### config.mk
export PLATFORM = sky130hd
export DESIGN_NAME = instr_fetch_flat
export DESIGN_NICKNAME = d
export VERILOG_FILES = /design/src/rtl/instr_fetch_if.sv /design/src/rtl/instr_fetch.sv /design/src/flat_wrapper.sv
export SDC_FILE = /design/constraint.sdc
export NUM_CORES = 1
export LEC_CHECK = 0
export CAP_MARGIN = 25
export CORE_MARGIN = 4
export CORE_UTILIZATION = 50
export DETAILED_ROUTE_END_ITERATION = 8
export PLACE_DENSITY = 0.85
export RECOVER_POWER = 25
export SYNTH_ARGS = -nofsm -noshare
export SYNTH_HDL_FRONTEND = slang
export SYNTH_SLANG_ARGS = --single-unit
### constraint.sdc
create_clock -name Clk -period 2.9 [get_ports Clk]
set_input_delay 0.435 -clock Clk [delete_from_list [all_inputs] [get_ports Clk]]
set_output_delay 0.435 -clock Clk [all_outputs]
set_load 0.05 [all_outputs]
### src/rtl/instr_fetch_if.sv
// Instruction memory bus between the fetch unit (master) and the
// synchronous instruction ROM (slave).
interface instr_fetch_if #(
  parameter int unsigned PC_W    = 10,
  parameter int unsigned INSTR_W = 9
) ();

  logic [PC_W-1:0]    imem_addr;
  logic               imem_en;
  logic [INSTR_W-1:0] imem_data;

  modport master (
    output imem_addr,
    output imem_en,
    input  imem_data
  );

  modport slave (
    input  imem_addr,
    input  imem_en,
    output imem_data
  );

endinterface

### src/rtl/instr_fetch.sv
// Instruction fetch/issue unit: walks a PC over a synchronous instruction
// ROM, presents one instruction per cycle to Control, resolves bne
// redirects with a single bubble, honours stall and stops on halt.
module instr_fetch #(
  parameter int unsigned          PC_W     = 10,
  parameter int unsigned          INSTR_W  = 9,
  parameter int unsigned          OPC_W    = 4,
  parameter logic [OPC_W-1:0]     HALT_OPC = 4'b1111,
  parameter logic [OPC_W-1:0]     NOP_OPC  = 4'b1110
) (
  input  logic                Clk,
  input  logic                Reset_n,
  input  logic                Start,
  input  logic                Stall,
  input  logic                Branch,
  input  logic                CondFlag,
  instr_fetch_if.master       imem,
  output logic [INSTR_W-1:0]  instr,
  output logic [OPC_W-1:0]    opcode,
  output logic                instr_valid,
  output logic [PC_W-1:0]     pc_out,
  output logic                Busy,
  output logic                Done
);

  typedef enum logic [1:0] {
    ST_IDLE,
    ST_RUN,
    ST_DONE
  } state_e;

  state_e            state_q,      state_d;
  logic [PC_W-1:0]   fetch_pc_q,   fetch_pc_d;
  logic              pend_valid_q, pend_valid_d;
  logic [PC_W-1:0]   pend_pc_q,    pend_pc_d;
  logic              busy_q,       busy_d;
  logic              done_q,       done_d;

  logic              imem_en_c;
  logic              halt_hit;
  logic              branch_taken;
  logic [4:0]        offset;
  logic [PC_W-1:0]   offset_sext;
  logic [PC_W-1:0]   branch_target;

  assign offset = imem.imem_data[4:0];

  // Offset sign-extended (or truncated) to PC width; target wraps mod 2^PC_W.
  if (PC_W >= 5) begin : g_sext_wide
    assign offset_sext = {{(PC_W-5){offset[4]}}, offset};
  end else begin : g_sext_narrow
    assign offset_sext = offset[PC_W-1:0];
  end

  assign branch_target = pend_pc_q + offset_sext;

  assign halt_hit     = pend_valid_q &&
                        (imem.imem_data[INSTR_W-1 -: OPC_W] == HALT_OPC);
  assign branch_taken = pend_valid_q && Branch && CondFlag;

  // Next-state logic: fetch sequencing, redirects, halt and start handling.
  always_comb begin
    state_d      = state_q;
    fetch_pc_d   = fetch_pc_q;
    pend_valid_d = pend_valid_q;
    pend_pc_d    = pend_pc_q;
    imem_en_c    = 1'b0;
    case (state_q)
      ST_IDLE, ST_DONE: begin
        if (Start) begin
          state_d      = ST_RUN;
          fetch_pc_d   = '0;
          pend_valid_d = 1'b0;
        end
      end
      ST_RUN: begin
        if (!Stall) begin
          if (halt_hit) begin
            // Halt wins over a branch presented in the same cycle.
            state_d      = ST_DONE;
            pend_valid_d = 1'b0;
          end else begin
            imem_en_c    = 1'b1;
            pend_valid_d = 1'b1;
            pend_pc_d    = fetch_pc_q;
            fetch_pc_d   = fetch_pc_q + PC_W'(1);
            if (branch_taken) begin
              // The word fetched this cycle is the fall-through; drop it.
              fetch_pc_d   = branch_target;
              pend_valid_d = 1'b0;
            end
          end
        end
      end
      default: begin
        state_d      = ST_IDLE;
        pend_valid_d = 1'b0;
      end
    endcase
    busy_d = (state_d == ST_RUN);
    done_d = (state_d == ST_DONE);
  end

  // State and pipeline registers, cleared asynchronously.
  always_ff @(posedge Clk or negedge Reset_n) begin
    if (!Reset_n) begin
      state_q      <= ST_IDLE;
      fetch_pc_q   <= '0;
      pend_valid_q <= 1'b0;
      pend_pc_q    <= '0;
      busy_q       <= 1'b0;
      done_q       <= 1'b0;
    end else begin
      state_q      <= state_d;
      fetch_pc_q   <= fetch_pc_d;
      pend_valid_q <= pend_valid_d;
      pend_pc_q    <= pend_pc_d;
      busy_q       <= busy_d;
      done_q       <= done_d;
    end
  end

  assign imem.imem_addr = fetch_pc_q;
  assign imem.imem_en   = imem_en_c;

  assign instr       = imem.imem_data;
  assign opcode      = pend_valid_q ? imem.imem_data[INSTR_W-1 -: OPC_W] : NOP_OPC;
  assign instr_valid = pend_valid_q;
  assign pc_out      = pend_pc_q;
  assign Busy        = busy_q;
  assign Done        = done_q;

endmodule

### src/flat_wrapper.sv
// flat-port wrapper written by rule: the top's interface ports become plain ports
module instr_fetch_flat 
#(
  parameter int unsigned          PC_W     = 10,
  parameter int unsigned          INSTR_W  = 9,
  parameter int unsigned          OPC_W    = 4,
  parameter logic [OPC_W-1:0]     HALT_OPC = 4'b1111,
  parameter logic [OPC_W-1:0]     NOP_OPC  = 4'b1110
)
  (Clk, Reset_n, Start, Stall, Branch, CondFlag, instr, opcode, instr_valid, pc_out, Busy, Done, imem_imem_addr, imem_imem_en, imem_imem_data);
  instr_fetch_if #(.PC_W(PC_W), .INSTR_W(INSTR_W)) imem_i ();
  input  logic Clk;
  input  logic Reset_n;
  input  logic Start;
  input  logic Stall;
  input  logic Branch;
  input  logic CondFlag;
  output logic [INSTR_W-1:0] instr;
  output logic [OPC_W-1:0] opcode;
  output logic instr_valid;
  output logic [PC_W-1:0] pc_out;
  output logic Busy;
  output logic Done;
  output wire logic [$bits(imem_i.imem_addr)-1:0] imem_imem_addr;
  output wire logic [$bits(imem_i.imem_en)-1:0] imem_imem_en;
  input wire logic [$bits(imem_i.imem_data)-1:0] imem_imem_data;
  assign imem_imem_addr = imem_i.imem_addr;
  assign imem_imem_en = imem_i.imem_en;
  assign imem_i.imem_data = imem_imem_data;
  instr_fetch #(.PC_W(PC_W), .INSTR_W(INSTR_W), .OPC_W(OPC_W), .HALT_OPC(HALT_OPC), .NOP_OPC(NOP_OPC)) u_core (.Clk(Clk), .Reset_n(Reset_n), .Start(Start), .Stall(Stall), .Branch(Branch), .CondFlag(CondFlag), .imem(imem_i), .instr(instr), .opcode(opcode), .instr_valid(instr_valid), .pc_out(pc_out), .Busy(Busy), .Done(Done));
endmodule
* After elaboration in Yosys (flattened, before gate mapping) *
Index checks and enable logic that the tools add are counted.

storage, ports and cells
  flip-flop bits (word level) = 25
  input port bits = 15
  output and inout bits = 37
  logic and storage cells = 45

cells by class
  add/subtract/negate cells = 2
  equality and inequality tests = 8
  mux-type cells = 18
  bitwise logic cells = 2
  reduce and logical (&&, ||, !) cells = 9

operator list
  operator                                        count
  two-way mux 10 bit                              4
  one-hot mux 10 bit (2 select lines)             1
  adder 10 x 1 -> 10 bit (second input constant)  1
  adder 10 bit                                    1
  two-way mux 1 bit                               7
  two-way mux 2 bit                               3
  != test 2 bit (second input constant)           3
  == test 2 x 1 -> 1 bit (second input constant)  2
  == test 2 bit (second input constant)           2
  == test 4 bit (second input constant)           1
  two-way mux 4 bit                               1
  one-hot mux 2 bit (2 select lines)              1
  AND reduction 4 bit                             1
  logical AND 1 bit                               3
  AND reduction 3 bit                             1
  logical NOT 2 bit                               1
  inverter 1 bit                                  2
  one-hot mux 1 bit (2 select lines)              1
  AND reduction 2 bit                             1
  nonzero test 2 bit                              1
  OR reduction 2 bit                              1

* Longest topological paths before layout *
  depth in word-level cells = 6
  gate-level depth with buffers = 10
  depth with buffers taken out = 10

* Worst setup path after synthesis *
No wires, ideal clock.

  path kind = reg2reg
  start point = register u_core.pend_pc_q[0], in the netlist u_core.pc_out[0]
  end point = register u_core.fetch_pc_q[6], in the netlist u_core.imem.imem_addr[6]
  setup time = 0.096 ns
  arrival time = 2.122 ns
  data required time = 2.804 ns
  setup slack = 0.681 ns
  cell stages (with the launch flop) = 11
  buffers on the path = 0
  period minus slack after synthesis = 2.219 ns
  path through = dfrtp_1 ha_1 inv_1 fa_1 nor2b_1 o21ai_1 nand2b_1 a21o_1 a21oi_1 xor2_1 o31ai_1

between the ends
  cells in the longest elaborated chain, start to end = 5

ends and longest elaborated chain
  what                                 RTL line            source
  from (decl)                          instr_fetch.sv:35   logic [PC_W-1:0] pend_pc_q, pend_pc_d;
  from (signal assigned)               instr_fetch.sv:117  pend_pc_q <= pend_pc_d;
  adder 10 bit                         instr_fetch.sv:55   assign branch_target = pend_pc_q + offset_sext;
  two-way mux 10 bit                   instr_fetch.sv:87   if (branch_taken) begin
  two-way mux 10 bit                   instr_fetch.sv:78   if (halt_hit) begin
  two-way mux 10 bit                   instr_fetch.sv:77   if (!Stall) begin
  one-hot mux 10 bit (2 select lines)  instr_fetch.sv:68   case (state_q)
  to (signal assigned)                 instr_fetch.sv:115  fetch_pc_q <= fetch_pc_d;
  to (decl)                            instr_fetch.sv:33   logic [PC_W-1:0] fetch_pc_q, fetch_pc_d;

No other way between the ends. The select of a mux whose other input is x is not followed.
A chain may end at the register's enable or synchronous reset.

* Final worst setup path *
  start point = input port imem_imem_data[4]
  end point = output port instr[4]

RTL lines
  what         RTL line            source
  from (decl)  flat_wrapper.sv:26  input wire logic [$bits(imem_i.imem_data)-1:0] imem_imem_data;
  to (decl)    flat_wrapper.sv:18  output logic [INSTR_W-1:0] instr;

No word-level cell between the ends.

==> impl_summary.md <==
Yosys
In the synthesized netlist the dominant register cell turns out to be sky130_fd_sc_hd__dfrtp_1. After synthesis, the netlist uses 45 different library cells. The post-synthesis async set-or-reset flop share is 1.000. The gate count of the mapped netlist is 172. The mean cell area of the mapped netlist is 9.835 µm². The sequential-to-total area share from yosys stat is 0.3698.

Counting flops with a built-in enable in the synthesized netlist gives 0. The Yosys warning count is 0. In this run the cell area of the synthesized design comes to 1692 µm². The post-synthesis sequential element count is 25. When the netlist entered floorplanning its net count stood at 198.

STA
The number of setup violations in the final report is 0. Setup repair after global routing left no endpoint under its margin. The highest achievable clock rate is 415.4 MHz. The hold violation count in the final report is 0.

The max-slew headroom at the worst pin is 0.06785. Between clock sinks in the finished design, the worst skew comes to 4.424 ps. Across all hold checks on the routed design, the worst slack comes to 519.7 ps. Dividing the final minimum period by the clock period gives 0.8301. The final critical-path setup slack is 492.8 ps. The count of final max-slew check failures came to 0.

Summed over all failing endpoints, the final setup total negative slack is 0 ps. The worst path in the final design needs a cycle of 2407 ps, including I/O delays and setup. At the pin with the least slew margin, the transition time is 1398 ps.

Routing
The routed layout has 1438 vias. The final antenna-violating net count is 0. The detailed-route wire length per cell is 16.16 µm. The number of violations reported at the end of detailed-routing iteration 0 is 102. In the routed design, unresolved DRC markers number 0. Using the TritonRoute via totals, the vias-per-cell ratio works out to 5.531.

The wire length after detailed routing is 4202 µm. The first-pass iteration count of the detailed router is 4.

Setup path
By startpoint and endpoint, the worst setup path is classified as in2out. The most numerous cell type found on the critical path is sky130_fd_sc_hd__clkdlybuf4s50_1. The endpoint of the lowest-slack register-to-register path is u_core.imem.imem_addr[6]. The required time reported for the critical path endpoint is 2470 ps.

The path depth of the worst reg2reg path is 10. Traced cell by cell, the critical path runs through clkdlybuf4s50_1 > clkdlybuf4s50_1. The maximum fanout along the worst path is 7.

The worst register-to-register path begins at u_core.pc_out[0]. The slowest stage of the critical path is the sky130_fd_sc_hd__clkdlybuf4s50_1 cell. The number of buffer and inverter instances along the worst setup path is 2. The endpoint class of the critical path is an output pin.

The kind of start point of the critical path is an input pin. The cell family contributing the most delay on the critical path is buffers and inverters. The critical path arrival is 1970 ps. Across all register-to-register paths, the minimum setup slack is 790 ps. On the worst path, the slowest cell contributes a delay of 870 ps.

Finish
The post-layout net count is 243. Leaving out fill and tap cells, the most frequent cell in the layout is sky130_fd_sc_hd__clkdlybuf4s50_1. The filler-free cell count of the finished design is 260. The final standard cell utilization of the core is 0.6988. The finished layout cell area is 2203 µm². The diode insertion count for antenna repair is 0.

Leaving out fill and tap cells, the most frequent cells in the layout are sky130_fd_sc_hd__clkdlybuf4s50_1 (49), sky130_fd_sc_hd__dfrtp_1 (25), sky130_fd_sc_hd__nand2_1 (14). From synthesis to final layout, the design area changed by 30.25%. In the final layout, the share of cells above drive strength 1 is 0.09722.

Clocking
The longest clock path from root to sink contains 2 buffers. The post-cts sizing count is 0. The tree is rooted in a sky130_fd_sc_hd__clkbuf_4. The clock transition at the registers of the reported paths is 140 ps. The clock buffer count from CTS is 3. For the worst-skew pair, the clock arrives at the later sink with an insertion delay of 330 ps. The cts-stage hold buffer count is 0. The total clock sinks is 25.

The number of levels the H-tree was split into is 1. TritonCTS built the clock tree. Post-CTS timing repair inserted 0 buffers for setup.

Min path
The hold-critical path endpoint is u_core.Done. The worst hold path belongs to the class reg2reg. The worst hold path begins at u_core.state_q[1]. The depth of the worst hold-timing path is 2.

Power and ir drop
Across the VDD grid, the largest voltage drop is 0.5728 mV. The reported net switching power is 1.361 mW. The analysis attributes to cell leakage a power of 0.9947 nW. The design internal power is 1.184 mW. The share of total power dissipated in the clock network is 0.063. Dividing total power by cell area gives a power density of 1155 nW/µm². The fraction of power consumed by sequential logic is 0.256.

After layout, the design draws a total of 2.545 mW. Of the total power, combinational logic draws 0.680. The switching share of power is 0.5348.

Place
The pre-CTS setup slack is 283.0 ps. The weighted congestion at the end of routability-driven global placement is 0.8939. Buffers placed on the I/O ports in this run total 51.

The instance count after placement with tap cells included is 256. After legalization and detailed placement, the total HPWL measured 3232 µm. After detailed placement, the total cell area comes to 2180 µm².

Floorplanning
The vertical extent of the die is 66.17 µm. The placeable core region is 3153 µm². The width of the chip is 66.17 µm. The initial utilization of the core area, before any placement, comes to 0.5365. 52 I/O pins were placed. The row count is 20. The full die area is 4378 µm².

GRT
The initial antenna violation count came to 0. Entering global routing, the biggest net connects 26 pins. The first global-routing pass estimated 7024 µm of wire. The number of global-route vias before repair came to 1510. Global routing finished with a remaining overflow of 0.

The combined global-route utilization of all metal layers is 0.2092.

Job
The max-cap violation count is 0.

Run status
The flow ran to the end, and the final reports show no timing, DRC or antenna violations.
-- how the worst max path moves through the flow --
stage                           start                        to  slack, ps  cells past startpoint
finish              imem_imem_data[4]                  instr[4]        490                      2
global route        imem_imem_data[4]                  instr[4]        450                      2
CTS                 imem_imem_data[4]                  instr[4]        500                      2
detailed placement  imem_imem_data[0]  u_core.imem.imem_addr[6]        280                     11
global placement    imem_imem_data[4]  u_core.imem.imem_addr[8]        380                      8
floorplan            u_core.pc_out[0]  u_core.imem.imem_addr[6]        680                     10
-- tightest hold or removal path, cell delays in order (launching register included) --
cell and delay, ps:
sky130_fd_sc_hd__dfrtp_1 370, sky130_fd_sc_hd__nand2_1 70, sky130_fd_sc_hd__o31ai_1 60
-- synth_stat cells (2+ instances only) --
| master | number | area [µm²] |
|---|---|---|
| sky130_fd_sc_hd__nand3_2 | 2 | 20.02 |
| sky130_fd_sc_hd__nand3_1 | 2 | 10.01 |
| sky130_fd_sc_hd__nor2_1 | 10 | 37.54 |
| sky130_fd_sc_hd__a21o_1 | 3 | 22.52 |
| sky130_fd_sc_hd__xor2_1 | 4 | 35.03 |
| sky130_fd_sc_hd__dfrtp_1 | 25 | 625.6 |
| sky130_fd_sc_hd__and3_1 | 7 | 43.79 |
| sky130_fd_sc_hd__inv_1 | 4 | 15.01 |
| sky130_fd_sc_hd__nand2_1 | 14 | 52.55 |
| sky130_fd_sc_hd__xnor2_1 | 5 | 43.79 |
| sky130_fd_sc_hd__o221ai_1 | 2 | 17.52 |
| sky130_fd_sc_hd__clkbuf_1 | 2 | 7.510 |
| sky130_fd_sc_hd__o31ai_1 | 5 | 37.54 |
| sky130_fd_sc_hd__o22ai_1 | 2 | 12.51 |
| sky130_fd_sc_hd__o21ai_0 | 6 | 30.03 |
| sky130_fd_sc_hd__nand2b_1 | 7 | 43.79 |
| sky130_fd_sc_hd__ha_1 | 10 | 125.1 |
| sky130_fd_sc_hd__o21bai_1 | 2 | 15.01 |
| sky130_fd_sc_hd__a21oi_1 | 8 | 40.04 |
| sky130_fd_sc_hd__mux2_1 | 7 | 78.83 |
| sky130_fd_sc_hd__o21ai_1 | 10 | 50.05 |
| sky130_fd_sc_hd__buf_4 | 11 | 82.58 |
| sky130_fd_sc_hd__mux2_2 | 2 | 22.52 |
-- layer usage --
metal / GRT usage / vias up / share of wire / wire, µm
met3: 0.03061 / 7 / 0.044 / 186
met5: 0 / - / 0 / 0
li1: - / 704 / - / -
met1: 0.2546 / 677 / 0.43 / 1815
met4: 0.07360 / 0 / 0.017 / 71
met2: 0.3717 / 50 / 0.51 / 2128
-- power groups by stage --
stage,combinational [mW],clock (mW),sequential (mW)
floorplan,0.767,0,1.10
finish,1.73,0.161,0.653
global route,1.85,0.184,0.679
detailed placement,1.73,0,0.662
global placement,1.69,0,0.651
CTS,1.74,0.169,0.654
-- flip-flops by register name (all words and copies together) (netlist names) --
register	flops
u_core.instr_valid	1
u_core.imem.imem_addr	10
u_core.Done	1
u_core.pc_out	10
u_core.Busy	1
u_core.state_q	2
-- kinds of logic (layout without fill, tap and decap cells) --
logic type,Yosys count,count (layout),synth area share
simple gates,50,50,0.1649
xor+xnor,9,9,0.04659
fa+ha+maj,11,11,0.08580
flops,25,25,0.3698
buf+inv,18,62,0.06583
compound gates,50,50,0.2071
mux,9,9,0.05991
-- cell type report --
cell class                      instances  area [µm²]
Multi-Input combinational cell        129       954.7
Timing Repair Buffer                   53       519.2
Sequential cell                        25       625.6
Fill cell                             270       949.7
Clock inverter                          1       5.005
Tap cell                               44       55.05
Clock buffer                            3       22.52
Inverter                                5       21.27
Note: power is estimated with default switching activity, not from simulation.
